`config.mk`:
```
export PLATFORM = sky130hd
export DESIGN_NAME = seq_restoring_div
export DESIGN_NICKNAME = d
export VERILOG_FILES = /design/src/rtl/seq_restoring_div.sv
export SDC_FILE = /design/constraint.sdc
export NUM_CORES = 1
export LEC_CHECK = 0
export ABC_AREA = 1
export CAP_MARGIN = 5
export CORE_MARGIN = 10
export CORE_UTILIZATION = 48
export DETAILED_ROUTE_END_ITERATION = 12
export PLACE_DENSITY = 0.75
export SLEW_MARGIN = 20
export SYNTH_ARGS = -nofsm -noshare
export SYNTH_HDL_FRONTEND = slang
export SYNTH_SLANG_ARGS = --single-unit
```
`constraint.sdc`:
```
create_clock -name clk -period 1.8 [get_ports clk]
set_input_delay 0.36 -clock clk [delete_from_list [all_inputs] [get_ports clk]]
set_output_delay 0.36 -clock clk [all_outputs]
set_load 0.01 [all_outputs]
```
`src/rtl/seq_restoring_div.sv`:
```
// Sequential radix-2 restoring divider, one quotient bit per clock, valid/ready on both sides.
// Define SIGNED_DIV_EN for two's-complement operands (truncating quotient, remainder follows dividend).
module seq_restoring_div #(
  parameter int unsigned WIDTH = 8
) (
  input  logic             clk,
  input  logic             rst_n,
  input  logic             in_valid,
  output logic             in_ready,
  input  logic [WIDTH-1:0] dividend,
  input  logic [WIDTH-1:0] divisor,
  output logic             out_valid,
  input  logic             out_ready,
  output logic [WIDTH-1:0] quotient,
  output logic [WIDTH-1:0] remainder,
  output logic             div_by_zero
);

  localparam int unsigned CNT_W = (WIDTH > 1) ? $clog2(WIDTH) : 1;

  typedef enum logic [1:0] {IDLE, CALC, DONE} state_e;

  state_e             state_q, state_d;
  logic [CNT_W-1:0]   cnt_q, cnt_d;
  logic [WIDTH-1:0]   prem_q, prem_d;
  logic [WIDTH-1:0]   quo_q, quo_d;
  logic [WIDTH-1:0]   dsr_q, dsr_d;
  logic [WIDTH-1:0]   quotient_q, quotient_d;
  logic [WIDTH-1:0]   remainder_q, remainder_d;
  logic               dbz_q, dbz_d;
  logic               in_ready_q, in_ready_d;
  logic               out_valid_q, out_valid_d;
  logic [WIDTH:0]     trial;
  logic [WIDTH-1:0]   dvd_abs, dsr_abs;
  logic [WIDTH-1:0]   quo_fix, rem_fix;

`ifdef SIGNED_DIV_EN
  logic q_neg_q, q_neg_d;
  logic r_neg_q, r_neg_d;

  // Magnitudes feed the unsigned core; the most-negative value maps to 2^(WIDTH-1) unsigned.
  always_comb begin
    dvd_abs = dividend[WIDTH-1] ? WIDTH'(~dividend + 1'b1) : dividend;
    dsr_abs = divisor[WIDTH-1]  ? WIDTH'(~divisor + 1'b1)  : divisor;
    q_neg_d = q_neg_q;
    r_neg_d = r_neg_q;
    if (state_q == IDLE && in_valid && in_ready_q) begin
      q_neg_d = dividend[WIDTH-1] ^ divisor[WIDTH-1];
      r_neg_d = dividend[WIDTH-1];
    end
  end

  always_ff @(posedge clk) begin
    if (!rst_n) begin
      q_neg_q <= 1'b0;
      r_neg_q <= 1'b0;
    end else begin
      q_neg_q <= q_neg_d;
      r_neg_q <= r_neg_d;
    end
  end
`else
  always_comb begin
    dvd_abs = dividend;
    dsr_abs = divisor;
  end
`endif

  // Next-state, datapath and output-register logic.
  always_comb begin
    state_d     = state_q;
    cnt_d       = cnt_q;
    prem_d      = prem_q;
    quo_d       = quo_q;
    dsr_d       = dsr_q;
    quotient_d  = quotient_q;
    remainder_d = remainder_q;
    dbz_d       = dbz_q;
    quo_fix     = '0;
    rem_fix     = '0;
    trial       = {prem_q, quo_q[WIDTH-1]} - {1'b0, dsr_q};

    unique case (state_q)
      IDLE: begin
        if (in_valid && in_ready_q) begin
          quo_d  = dvd_abs;
          dsr_d  = dsr_abs;
          prem_d = '0;
          cnt_d  = CNT_W'(WIDTH - 1);
          if (divisor == '0) begin
            state_d     = DONE;
            quotient_d  = '1;
            remainder_d = dividend;
            dbz_d       = 1'b1;
          end else begin
            state_d = CALC;
          end
        end
      end
      CALC: begin
        if (!trial[WIDTH]) begin
          prem_d = trial[WIDTH-1:0];
        end else begin
          prem_d = {prem_q[WIDTH-2:0], quo_q[WIDTH-1]};
        end
        quo_d = {quo_q[WIDTH-2:0], ~trial[WIDTH]};
        cnt_d = cnt_q - CNT_W'(1);
        if (cnt_q == '0) begin
`ifdef SIGNED_DIV_EN
          quo_fix = q_neg_q ? WIDTH'(~quo_d + 1'b1) : quo_d;
          rem_fix = r_neg_q ? WIDTH'(~prem_d + 1'b1) : prem_d;
`else
          quo_fix = quo_d;
          rem_fix = prem_d;
`endif
          state_d     = DONE;
          quotient_d  = quo_fix;
          remainder_d = rem_fix;
          dbz_d       = 1'b0;
        end
      end
      DONE: begin
        if (out_ready) begin
          state_d = IDLE;
        end
      end
      default: begin
        state_d = IDLE;
      end
    endcase

    in_ready_d  = (state_d == IDLE);
    out_valid_d = (state_d == DONE);
  end

  always_ff @(posedge clk) begin
    if (!rst_n) begin
      state_q     <= IDLE;
      cnt_q       <= '0;
      prem_q      <= '0;
      quo_q       <= '0;
      dsr_q       <= '0;
      quotient_q  <= '0;
      remainder_q <= '0;
      dbz_q       <= 1'b0;
      in_ready_q  <= 1'b1;
      out_valid_q <= 1'b0;
    end else begin
      state_q     <= state_d;
      cnt_q       <= cnt_d;
      prem_q      <= prem_d;
      quo_q       <= quo_d;
      dsr_q       <= dsr_d;
      quotient_q  <= quotient_d;
      remainder_q <= remainder_d;
      dbz_q       <= dbz_d;
      in_ready_q  <= in_ready_d;
      out_valid_q <= out_valid_d;
    end
  end

  assign in_ready    = in_ready_q;
  assign out_valid   = out_valid_q;
  assign quotient    = quotient_q;
  assign remainder   = remainder_q;
  assign div_by_zero = dbz_q;

endmodule

```
==> results.cfg <==
[detailed_routing]
drtAntennaViolNets = 0
dr.pass1.iters = 5
drt_iter0_drc = 224
avgRoutedWirePerCell_um = 14.9
vias = 2681
routed_wl_um = 7570
drc = 0
via_per_inst = 5.28

[sta]
hold_violations = 0
worst_pin_slew_ns = 0.549
max_freq_mhz = 520
maxSlewViolCount = 0
tns_ns = -1.27
rsz0062_at_grt = true
setup_viol_count_final = 17
fin_hold_ws_ns = 0.468
skew_ns = 0.00974
maxSlewHeadroom_pct = 63.4
fin_crit_sh_pct = 107
final.min_clock_period_ns = 1.92
fin_ws_ns = -0.125

[global_route]
grt_pass1_vias = 2636
grt_start_max_net_pins = 33
grt-ovfl-total = 0
antenna_found_initial = 0
grt_pass1_wl_um = 11500
grtUsageTotal_pct = 16.2

[synthesis]
synthArstFlopShare_pct = 0
yosysMostFrequentCell = nand2_1
synth_flop_cell = dfxtp_1
synth.distinct_cells = 30
ys_seq_area_share_pct = 37.8
synth_area_leader_cell = dfxtp_1
synth_area_leaders = dfxtp_1 38%, nand2_1 13%, inv_1 9.0%
syn-num-nets = 406
ys_top_cells_by_count = 87 x nand2_1, 61 x inv_1, 48 x dfxtp_1
synth_edf_count = 0
ys_ff_latch = 48
yosysWarnings = 0
synthesis.area_um2 = 2540
post_synth.cell_area_avg_um2 = 6.77
synth_top_cell_area_share_pct = 37.8
syn_inst = 375

[final_layout]
num-fill-cells = 407
layout.nets = 468
layout-drive-gt1-share_pct = 21.0
area_delta_synth_final_pct = 39.8
antenna_cells = 0

[power]
switching_share_pct = 43.8
p_int_mw = 2.47
p_sw_mw = 1.93
powerDensity_nw_per_um2 = 1240
irDropWorstVdd_mv = 0.625
total_power_mw = 4.40
p_leak_nw = 1.66
p_clk_share_pct = 15.9
power_frac_seq_pct = 31.8
p_comb_share_pct = 52.3

[status]
violations = setup timing
status = finished, violations left

[setup_path]
cp.required_ns = 2.01
r2r-start = quo_q[7]$_SDFFE_PN0P_
cp-startpoint = quo_q[7]$_SDFFE_PN0P_
path_max_fanout = 8
crit_type = flop to flop
startpoint_type = flop
end_kind = flop
critPathArrivalTime_ns = 2.13

[flow_run]
maxCapViolCount = 0

[floorplan]
rows = 26
start_util_pct = 49.7
die_area_um2 = 8600
core_um2 = 5110
die_x_um = 92.7
die_h_um = 92.7
io_pins = 39

[cts]
cts-root-buf = clkbuf_8
cts_buffers = 5
clkTransAtPathRegs_ns = 0.09
clkLatencyLatePin_ns = 0.31
ctsHtreeMaxLevel = 2
cts_tree = yes
cts.sinks = 48
clockBufferDepth = 2

[placement]
place_congestion = 0.945
place.port_buffers = 38
hpwlAfterDp_um = 5130

[worst_hold_path]
min_path_type = flop to flop
min_from = div_by_zero$_SDFFE_PN0P_
sequential cells by signal, indices dropped and copies added, names as in the netlist:
register     cells
quo_q            8
prem_q           8
dsr_q            8
quotient         8
state_q          2
cnt_q            3
div_by_zero      1
out_valid        1
remainder        8
in_ready         1
power groups by stage:
stage / clock network, mW / logic (mW) / registers [mW]
finish: 0.699 / 2.30 / 1.40
global route: 0.756 / 2.51 / 1.42
CTS: 0.701 / 1.89 / 1.39
detailed placement: 0 / 1.71 / 1.41
global placement: 0 / 1.65 / 1.40
floorplan: 0 / 1.06 / 1.42
layout make-up:
class	instances	area (um2)	share of cell area, %
sequential	48	963	27.1
inverter	64	243	6.84
timing repair buffer	66	591	16.6
clock inverter	2	13.8	0.388
clock buffer	6	82.6	2.33
tap	70	87.6	2.47
multi-input combinational	252	1570	44.2
through the flow:
stage               std cells  util [%]  worst slack [ns]  cell area (um2)
CTS                       506      65.0          -0.00186             3320
floorplan                 375         -           0.00572             2540
finish                    508      69.5            -0.125             3550
global route              508      69.5            -0.244             3550
detailed placement        497      61.4            -0.237             3140
global placement          497      61.4            -0.218             3140
worst max-delay path: stages (launching register included):
cell and delay [ns]:
dfxtp_2 0.33, inv_2 0.06, ha_4 0.12, inv_2 0.04, fa_2 0.37, nand2_2 0.09, nand2_2 0.08, nand3_4 0.13
nand2_4 0.10, nand2_4 0.11, nand2_8 0.09, nand3_2 0.08, nand3_1 0.09, nand2_1 0.10, inv_1 0.05
layer usage:
layer | vias up | global-route usage (%) | wire length (um)
li1 | 1308 | - | -
met1 | 1237 | 16.6 | 2860
met2 | 112 | 29.4 | 3950
met3 | 24 | 4.60 | 495
met4 | 0 | 8.61 | 272
met5 | - | 0 | 0
path summary, 6_finish.rpt:
| check | end | slack [ns] | cells past startpoint |
|---|---|---|---|
| setup / recovery | prem_q[2]$_SDFFE_PN0P_ | -0.12 | 14 |
| hold / removal | div_by_zero$_SDFFE_PN0P_ | 0.47 | 2 |
| setup reg to reg | prem_q[2]$_SDFFE_PN0P_ | -0.12 | 14 |
| hold reg to reg | div_by_zero$_SDFFE_PN0P_ | 0.47 | 2 |
kinds of logic (layout without fill, tap and decap cells):
group | count (synthesis) | after routing | share of synthesized area (%)
compound gates | 49 | 49 | 10.5
xor+xnor | 4 | 4 | 1.38
flops | 48 | 48 | 37.8
simple gates | 187 | 188 | 32.3
fa+ha+maj | 11 | 11 | 5.71
buf+inv | 76 | 138 | 12.2
what timing repair did:
item                       in CTS  in global routing
cloned                          1                  0
setup buffers                   0                  2
resized for setup              20                 41
pin swaps                       4                 13
hold buffers                    0                  0
setup endpoints to repair      18                 20
layout by cell type, fill, tap and decap left out, types with 14 or more instances in the layout:
cell type / instances
dfxtp_1: 46
nand2_1: 80
clkdlybuf4s50_1: 38
a21oi_1: 14
nor2_1: 41
buf_4: 28
nand3_1: 15
nand3_2: 18
inv_1: 58
o21ai_0: 21
No activity file was read; power rests on OpenSTA's default activity.
